## config.mk

```make
export PLATFORM = sky130hd
export DESIGN_NAME = alu_shr_issue
export DESIGN_NICKNAME = d
export VERILOG_FILES = /design/src/rtl/alu_shr_issue_pkg.sv /design/src/rtl/alu_req_fifo.sv /design/src/rtl/alu_shr_issue.sv
export SDC_FILE = /design/constraint.sdc
export NUM_CORES = 1
export LEC_CHECK = 0
export BUFFER_PORTS_ARGS = -buffer_cell sky130_fd_sc_hd__buf_2
export CAP_MARGIN = 20
export CORE_MARGIN = 5
export CORE_UTILIZATION = 55
export CTS_BUF_LIST = sky130_fd_sc_hd__clkbuf_2
export CTS_CLUSTER_DIAMETER = 100
export DETAILED_ROUTE_END_ITERATION = 12
export PLACE_DENSITY = 0.9
export SYNTH_ARGS = -nofsm -noshare
export SYNTH_HDL_FRONTEND = slang
export SYNTH_SLANG_ARGS = --single-unit
```

## constraint.sdc

```tcl
create_clock -name clk -period 4.08 [get_ports clk]
set_input_delay 0.408 -clock clk [delete_from_list [all_inputs] [get_ports clk]]
set_output_delay 0.408 -clock clk [all_outputs]
set_load 0.03 [all_outputs]
```

## src/rtl/alu_shr_issue_pkg.sv

```systemverilog
// Shared ALU definitions for the right-shifter issue stage.
// Holds the datapath widths, the issue FSM encoding and the shifted-out-bits mask.
package alu_shr_issue_pkg;

    localparam int ALU_W   = 7;
    localparam int SHAMT_W = 3;

    typedef enum logic [1:0] {
        IDLE  = 2'd0,
        RUN   = 2'd1,
        HOLD  = 2'd2,
        DRAIN = 2'd3
    } alu_state_e;

    // Mask of the low bits that fall off the bottom for a right shift by shamt.
    function automatic logic [ALU_W-1:0] shr_lost_mask(input logic [SHAMT_W-1:0] shamt);
        logic [ALU_W:0] one_hot;
        one_hot = (ALU_W+1)'(1) << shamt;
        return ALU_W'(one_hot - (ALU_W+1)'(1));
    endfunction

endpackage

```

## src/rtl/alu_req_fifo.sv

```systemverilog
// Small synchronous FIFO holding {data, shift} shift requests.
// Push into a full FIFO or pop from an empty one is ignored.
module alu_req_fifo #(
    parameter  int ENTRY_W = 10,
    parameter  int DEPTH   = 2,
    localparam int PTR_W   = $clog2(DEPTH),
    localparam int CNT_W   = PTR_W + 1
) (
    input  logic               clk,
    input  logic               rst,
    input  logic               push,
    input  logic [ENTRY_W-1:0] wdata,
    input  logic               pop,
    output logic [ENTRY_W-1:0] rdata,
    output logic [CNT_W-1:0]   count
);

    logic [ENTRY_W-1:0] mem_q [DEPTH];
    logic [PTR_W-1:0]   wr_ptr_q, rd_ptr_q;
    logic [CNT_W-1:0]   count_q, count_d;
    logic               do_push, do_pop;

    assign do_push = push && (count_q != CNT_W'(DEPTH));
    assign do_pop  = pop && (count_q != '0);

    always_comb begin
        count_d = count_q;
        case ({do_push, do_pop})
            2'b10:   count_d = count_q + CNT_W'(1);
            2'b01:   count_d = count_q - CNT_W'(1);
            default: count_d = count_q;
        endcase
    end

    // Pointers wrap naturally because DEPTH is a power of two.
    always_ff @(posedge clk) begin
        if (rst) begin
            wr_ptr_q <= '0;
            rd_ptr_q <= '0;
            count_q  <= '0;
        end else begin
            if (do_push) wr_ptr_q <= wr_ptr_q + PTR_W'(1);
            if (do_pop)  rd_ptr_q <= rd_ptr_q + PTR_W'(1);
            count_q <= count_d;
        end
    end

    always_ff @(posedge clk) begin
        if (do_push) mem_q[wr_ptr_q] <= wdata;
    end

    assign rdata = mem_q[rd_ptr_q];
    assign count = count_q;

endmodule

```

## src/rtl/alu_shr_issue.sv

```systemverilog
// Issue/retire stage around the external 7-bit combinational right shifter:
// request queue -> shifter -> registered response with zero/lost flags.
module alu_shr_issue
    import alu_shr_issue_pkg::*;
#(
    parameter int WIDTH = ALU_W,
    parameter int DEPTH = 2
) (
    input  logic               clk,
    input  logic               rst,
    input  logic               req_valid,
    output logic               req_ready,
    input  logic [WIDTH-1:0]   req_data,
    input  logic [SHAMT_W-1:0] req_shift,
    output logic [WIDTH-1:0]   shf_in,
    output logic [SHAMT_W-1:0] shf_shift,
    input  logic [WIDTH-1:0]   shf_out,
    output logic               rsp_valid,
    input  logic               rsp_ready,
    output logic [WIDTH-1:0]   rsp_data,
    output logic               rsp_zero,
    output logic               rsp_lost,
    output logic               busy,
    output logic [7:0]         done_cnt
);

    localparam int CNT_W   = $clog2(DEPTH) + 1;
    localparam int ENTRY_W = WIDTH + SHAMT_W;

    logic [ENTRY_W-1:0] head;
    logic [CNT_W-1:0]   fifo_count;
    logic               q_empty, push, retire, rsp_hs, q_nonempty_d;

    logic               rsp_valid_q, rsp_valid_d;
    logic [WIDTH-1:0]   rsp_data_q;
    logic               rsp_zero_q, rsp_lost_q;
    logic [7:0]         done_cnt_q;
    alu_state_e         state_q, state_d;

    alu_req_fifo #(
        .ENTRY_W (ENTRY_W),
        .DEPTH   (DEPTH)
    ) u_fifo (
        .clk   (clk),
        .rst   (rst),
        .push  (push),
        .wdata ({req_data, req_shift}),
        .pop   (retire),
        .rdata (head),
        .count (fifo_count)
    );

    assign q_empty   = (fifo_count == '0);
    assign req_ready = (fifo_count < CNT_W'(DEPTH));
    assign push      = req_valid && req_ready;
    assign rsp_hs    = rsp_valid_q && rsp_ready;
    assign retire    = !q_empty && (!rsp_valid_q || rsp_ready);

    // Head is gated to zero when empty so the shifter sees a quiet operand.
    assign shf_in    = q_empty ? '0 : head[ENTRY_W-1:SHAMT_W];
    assign shf_shift = q_empty ? '0 : head[SHAMT_W-1:0];

    assign rsp_valid_d  = retire ? 1'b1 : (rsp_hs ? 1'b0 : rsp_valid_q);
    assign q_nonempty_d = push || (fifo_count > CNT_W'(1))
                          || ((fifo_count == CNT_W'(1)) && !retire);

    always_comb begin
        state_d = IDLE;
        if (!q_nonempty_d)
            state_d = rsp_valid_d ? DRAIN : IDLE;
        else if (rsp_valid_d && !rsp_ready)
            state_d = HOLD;
        else
            state_d = RUN;
    end

    always_ff @(posedge clk) begin
        if (rst) begin
            state_q     <= IDLE;
            rsp_valid_q <= 1'b0;
            rsp_data_q  <= '0;
            rsp_zero_q  <= 1'b0;
            rsp_lost_q  <= 1'b0;
            done_cnt_q  <= '0;
        end else begin
            state_q     <= state_d;
            rsp_valid_q <= rsp_valid_d;
            if (retire) begin
                rsp_data_q <= shf_out;
                rsp_zero_q <= (shf_out == '0);
                rsp_lost_q <= |(shf_in & shr_lost_mask(shf_shift));
            end
            if (rsp_hs) done_cnt_q <= done_cnt_q + 8'd1;
        end
    end

    assign rsp_valid = rsp_valid_q;
    assign rsp_data  = rsp_data_q;
    assign rsp_zero  = rsp_zero_q;
    assign rsp_lost  = rsp_lost_q;
    assign done_cnt  = done_cnt_q;
    assign busy      = (state_q != IDLE);

endmodule

```

==> results of run 1 <==
[power groups by stage]
stage                     logic, mW  clock network (mW)  registers (mW)
after global placement        0.695                   0           0.642
after global routing          0.795               0.207           0.648
after detailed placement      0.720                   0           0.646
final                         0.719               0.182           0.636
after floorplan               0.537                   0           0.668
after CTS                     0.723               0.189           0.636
[cells in the final DEF (no fill, tap or decap), types with 2 or more instances in the layout]
cell / count
nor3_1: 3
mux2i_1: 10
o21ai_0: 5
edfxtp_1: 20
xor2_1: 8
clkbuf_2: 7
dfxtp_1: 25
nand2_1: 25
a211oi_1: 2
buf_2: 50
and3_1: 3
nor4_1: 2
nor3b_1: 2
a21oi_1: 13
nand3_1: 9
ha_1: 6
xnor2_1: 3
nor2b_1: 2
inv_1: 7
nor2_1: 27
nand2b_1: 2
[kinds of logic (layout without fill, tap and decap cells)]
family / after synthesis / after routing / share of synthesized area, %
multiplexers: 10 / 10 / 4.91
buffers and inverters: 17 / 66 / 4.29
AO/OA/AOI/OAI: 31 / 31 / 9.88
adder cells (fa/ha/maj): 6 / 6 / 3.68
XOR/XNOR: 11 / 11 / 4.72
AND/OR/NAND/NOR: 81 / 81 / 18.5
flip-flops: 45 / 45 / 54.0
[state kept, by name, indices dropped and copies added (netlist names), named ones only]
name,count
u_fifo.mem_q,20
rsp_lost,1
u_fifo.wr_ptr_q,1
rsp_zero,1
done_cnt,8
u_fifo.count,2
rsp_valid,1
u_fifo.rd_ptr_q,1
rsp_data,7
state_q,2
[area by class of cell]
type | instances | area (sq um)
Fill cell | 321 | 1300
Sequential cell | 45 | 1100
Multi-Input combinational cell | 139 | 851
Timing Repair Buffer | 50 | 250
Tap cell | 48 | 60.1
Clock buffer | 7 | 35.0
Inverter | 8 | 32.5
Clock inverter | 1 | 7.51
[path summary, 6_finish.rpt]
| kind | cells after the start | end | slack [ns] |
|---|---|---|---|
| worst min-delay path | 1 | u_fifo.mem_q[0][0]$_DFFE_PP_ | 0.18 |
| worst max-delay path | 9 | rsp_lost$_SDFFE_PP0P_ | 1.39 |
| worst min register to register | 2 | rsp_data[3]$_SDFFE_PP0P_ | 0.47 |
| worst max register to register | 9 | rsp_lost$_SDFFE_PP0P_ | 1.39 |
[layer usage]
metal  part of all wire [%]  wire length (um)
met1                     44              1850
met2                     47              1960
met3                    7.6               320
met4                    1.4                59
met5                      0                 0
[synth_stat cells, types with 2 or more instances]
cell      count  area (sq um)
nor2_1       27           101
dfxtp_1      25           500
nand2_1      25          93.8
edfxtp_1     20           601
a21oi_1      13          65.1
mux2i_1      10           100
nand3_1       9          45.0
xor2_1        8          70.1
inv_1         7          26.3
ha_1          6          75.1
o21ai_0       5          25.0
and3_1        3          18.8
clkbuf_1      3          11.3
nor3_1        3          15.0
xnor2_1       3          26.3
a211oi_1      2          15.0
buf_2         2          10.0
buf_6         2          22.5
nand2b_1      2          12.5
nor2b_1       2          12.5
nor3b_1       2          15.0
nor4_1        2          12.5
[metrics by stage]
| stage | power, mW | utilization [%] |
|---|---|---|
| after global placement | 1.34 | 63.2 |
| after detailed placement | 1.37 | 63.2 |
| final | 1.54 | 64.3 |
| after CTS | 1.55 | 64.3 |
| after global routing | 1.65 | 64.3 |
| after floorplan | 1.21 | - |
==> summary.txt, run 1 <==
Run status
  – Status: completed

Power
  – Pwr per Cell Area: about 660 nW/um^2
  – Leak pwr: 1.01 nW
  – Switch share: 44.2%
  – Worst VDD drop: ~0.23 mV
  – P_sw: a little under 700 uW
  – Cell internal pwr: 857 uW
  – Reg power frac: around 41%
  – Clock power frac: 11.8%
  – Combinational Power Share: 46.8%

STA
  – Measured slew at the worst slew-check pin: 0.850 ns
  – Final Hold Fails: 0
  – Final period demand of the worst path: 2.69 ns
  – RSZ-0062 raised after global routing: no
  – Final WS setup: 1.39 ns
  – Hold WS: ~0.18 ns
  – Final period util: 65.8%
  – Fin. max-slew vios: 0
  – Setup-failing EPs final: 0
  – Setup tns final: 0 ns
  – Post-route clock skew: 0.0106 ns
  – Relative slew slack: 43.1%
  – Max Freq: 372 MHz

GRT
  – M3 GR Usage: approximately 5.7%
  – Gr ovfl total: 0
  – Largest net degree at the start of global routing: 26
  – Initial antenna violation count: 0
  – Met1 Use GR: a little over a fifth
  – Gr busiest metal: met2
  – M2 GR Usage: 28.4%
  – Number of global-route vias before repair: 1625
  – All-Layer GR Usage: 17.5%
  – First-pass GRT wire length: 7140 um

Clock tree
  – Number of buffers created by CTS: 5
  – PostCTS Resize Cnt: 0
  – CTS root buf: clkbuf_2
  – Clock Path Buffers: 2
  – H-tree level count: 2
  – Clock-pin slew on the worst setup and hold paths: 0.21 ns
  – Hold buffer count at CTS: 0
  – Clock sink count: 45
  – Worst skew pair latency: 0.40 ns
  – Post-CTS Setup Inserts: 0
  – TritonCTS clock tree: done

Logic synthesis
  – Number of distinct library cells after synthesis: 42
  – Avg Cell Area, Syn: approximately 10 sq um
  – Asr flop ratio synth: 0%
  – Syn Inst Count: 201
  – Yosys reg bits: 45
  – Sequential fraction of the synthesis area: between 50 and 60%
  – Post-synth EDFFs: 20
  – Synth warn: 0
  – Mapped Nets: roughly 230
  – Mapped cell area: a little over 2000 sq um
  – Top FF cell, synth: dfxtp_1

Placed design
  – Hpwl dp: 3080 um
  – Place WS: 1.45 ns
  – Area after DPL: 2290 sq um
  – Post-Place Cells: 290
  – Gpl congestion: 0.882
  – I/O Buffers: 50

Floorplanning
  – Cell row count: 22
  – Die width: a little over 70 um
  – Die Y: 70.9 um
  – Placeable Area: between 3000 and 4000 sq um
  – Top Ports: a little over 50
  – Initial Utilization: 56.1%
  – Die area: 5030 sq um

Worst setup path
  – Worst Setup Start Kind: flip-flop
  – Bufs and invs on worst path: 1
  – Crit-path slowest cell: dfxtp_1
  – CP max stage delay: approximately 0.92 ns
  – Crit Path Category: reg2reg
  – Critical path required time: approximately 4.4 ns
  – CP endpoint kind: flip-flop
  – Worst path cell trace: nor3b_1 > or3_4 > nand2_1 > ha_1 > inv_1 > o221ai_1 > o21ai_0 > a311oi_1 > o41a_1
  – Crit path arrival time: 3.00 ns
  – Crit Path Max Fanout: 20
  – Top delay family on crit path: flip-flops

Min path
  – Hold_sp: req_shift[0]
  – Min-Delay Path Class: in2reg

Route
  – Drt total wl: 4200 um
  – Post-DRT Antenna Nets: 0
  – Initial drt markers: 76
  – WL per Instance: roughly 14 um
  – DR vias/cell: 5.40
  – Drt drc: 0
  – Vias after detailed routing: ~1600
  – TritonRoute pass-1 iters: 4

Cells and area
  – Nets@finish: approximately 280
  – Layout area overhead: 14.6%
  – Share of layout cells above drive strength 1: 25.6%
  – Final instance area: 2340 sq um
  – Antenna fix cells: 0
  – Post-Layout Cell Count: roughly 300

Flow run
  – Max cap viols: 0
Power figures use the tool's default switching activity.
==> run 2, diff against run 1 <==
--- a/config.mk
+++ b/config.mk
@@ -8,11 +8,11 @@
 export BUFFER_PORTS_ARGS = -buffer_cell sky130_fd_sc_hd__buf_2
 export CAP_MARGIN = 20
 export CORE_MARGIN = 5
-export CORE_UTILIZATION = 55
+export CORE_UTILIZATION = 49
 export CTS_BUF_LIST = sky130_fd_sc_hd__clkbuf_2
 export CTS_CLUSTER_DIAMETER = 100
 export DETAILED_ROUTE_END_ITERATION = 12
-export PLACE_DENSITY = 0.9
+export PLACE_DENSITY = 0.85
 export SYNTH_ARGS = -nofsm -noshare
 export SYNTH_HDL_FRONTEND = slang
 export SYNTH_SLANG_ARGS = --single-unit
==> constraint.sdc (replaced) <==
create_clock -name clk -period 2.2 [get_ports clk]
set_input_delay 0.22 -clock clk [delete_from_list [all_inputs] [get_ports clk]]
set_output_delay 0.22 -clock clk [all_outputs]
set_load 0.03 [all_outputs]
==> run 2 against run 1 <==
Via count increased by 0.43%. Non-clock buffer count increased by 17. Clock skew increased by 0.012 ns. Power increased by 100%. Utilization decreased by 1.3 points. Combinational power increased by 110%. Register-to-register slack got worse by 1.2 ns. Critical path depth increased by 2. Flip-flop and latch count unchanged.
==> summary.txt, run 2 (synthesis results as in run 1) <==
Run status
  – Status: completed

Floorplanning
  – Die Y: 74.5 um
  – Placeable Area: ~4000 sq um
  – Cell row count: 23
  – Top Ports: approximately 50
  – Die area: 5550 sq um
  – Die width: 74.5 um
  – Initial Utilization: 50.6%

Cells and area
  – Layout area overhead: 24.4%
  – Share of layout cells above drive strength 1: 29.2%
  – Most frequent cells in the layout: buf_2 (50), nor2_1 (27), nand2_1 (23)
  – Commonest non-fill, non-tap cell in the layout: buf_2
  – Top reg by flops: u_fifo.mem_q
  – Max FFs per register: 20
  – Nets@finish: 293
  – Antenna fix cells: 0

Min path
  – Min-Delay Path Class: in2reg

Worst setup path
  – Crit Path Category: reg2reg
  – Crit path arrival time: 2.36 ns
  – Critical path required time: approximately 2.5 ns
  – Worst Setup Start Kind: flip-flop
  – CP endpoint kind: flip-flop
  – Reg-to-reg slack, setup: 0.17 ns
  – Crit Path Max Fanout: 5

STA
  – Post-route clock skew: 0.0229 ns
  – Relative slew slack: 67.4%
  – Final WS setup: 0.166 ns
  – Final period demand of the worst path: 2.03 ns
  – Setup-failing EPs final: 0
  – Setup tns final: 0 ns
  – Fin. max-slew vios: 0
  – Final period util: slightly above 90%
  – RSZ-0062 raised after global routing: no
  – Max Freq: 492 MHz
  – Final Hold Fails: 0
  – Measured slew at the worst slew-check pin: 0.488 ns

Flow run
  – Max cap viols: 0

GRT
  – First-pass GRT wire length: between 6000 and 7000 um
  – All-Layer GR Usage: 15.8%
  – Gr ovfl total: 0
  – Largest net degree at the start of global routing: 26
  – Number of global-route vias before repair: between 1500 and 2000
  – Initial antenna violation count: 0

Power
  – Overall power: 3.09 mW
  – Pwr per Cell Area: 1220 nW/um^2
  – Worst VDD drop: 0.543 mV
  – Leak pwr: 1.10 nW

Placed design
  – I/O Buffers: 50
  – Place WS: 0.0247 ns
  – Gpl congestion: ~0.92
  – Hpwl dp: roughly 3000 um

Clock tree
  – Clock Path Buffers: 2
  – Worst skew pair latency: 0.41 ns
  – Clock sink count: 45
  – Post-CTS Setup Inserts: 0
  – TritonCTS clock tree: done
  – CTS root buf: clkbuf_2
  – H-tree level count: 2
  – Number of buffers created by CTS: 5
  – Clock-pin slew on the worst setup and hold paths: about 0.21 ns

Route
  – WL per Instance: between 10 and 15 um
  – Drt total wl: 4160 um
  – DR vias/cell: approximately 5
  – Drt drc: 0
  – Post-DRT Antenna Nets: 0
  – Initial drt markers: 57
  – TritonRoute pass-1 iters: 4
  – Vias after detailed routing: 1617
[run 2: cell types whose count changed in the layout (fill, tap and decap cells not counted), sizes merged]
cell / before / now
clkinvlp: 1 / 0
bufinv: 0 / 1
buf: 50 / 57
clkinv: 0 / 1
clkbuf: 7 / 6
dlygate4sd3: 0 / 10
[run 2: final timing paths]
check / startpoint / end / cells after the start
worst max-delay path: u_fifo.count[0]$_SDFFE_PP0P_ / rsp_lost$_SDFFE_PP0P_ / 11
worst min-delay path: shf_out[0] / rsp_data[0]$_SDFFE_PP0P_ / 3
worst max register to register: u_fifo.count[0]$_SDFFE_PP0P_ / rsp_lost$_SDFFE_PP0P_ / 11
worst min register to register: rsp_data[5]$_SDFFE_PP0P_ / rsp_data[5]$_SDFFE_PP0P_ / 2
[run 2: critical path, cell delays in order (launching register included)]
cell and delay (ns):
dfxtp_2 0.39, inv_1 0.06, ha_2 0.20, or2_4 0.28, inv_4 0.08, nand2_2 0.06
ha_4 0.17, inv_1 0.08, o221ai_1 0.11, o21ai_1 0.16, a311oi_1 0.06, o41a_1 0.31
[run 2: through the flow]
step	std cells	hold slack [ns]	util, %	area, sq um
after global placement	299	0.409	58.3	2350
after global routing	317	0.00738	63.0	2540
after detailed placement	299	0.413	58.3	2350
final	317	0.0310	63.0	2540
after CTS	317	0.0127	62.4	2510
after floorplan	201	0.319	-	2040
[run 2: layer usage]
| layer | track usage, % | wire length [um] | vias to the layer above |
|---|---|---|---|
| met5 | 0 | 0 | - |
| met1 | 20.3 | 1870 | 732 |
| met4 | 7.11 | 68 | 0 |
| met3 | 4.05 | 268 | 6 |
| met2 | 25.3 | 1950 | 52 |
| li1 | - | - | 827 |
[run 2: power by group]
part | internal (mW) | leakage, nW | total [mW] | switching (mW)
clock | 0.194 | 0.0406 | 0.443 | 0.249
sequential | 1.05 | 0.391 | 1.15 | 0.0998
combinational | 0.560 | 0.665 | 1.50 | 0.937
[run 2: timing repair]
item / in CTS / in global routing
endpoints found under the setup margin: 1 / 2
hold buffers: 10 / 0
endpoints found under the hold margin: 20 / 0
resized for setup: 1 / 8
pin swaps: 0 / 1
[run 2: cell type report]
class	count	area (sq um)
sequential	45	1100
tap	50	62.6
fill	348	1490
timing repair buffer	67	403
inverter	8	32.5
clock inverter	2	33.8
clock buffer	6	30.0
multi-input combinational	139	871
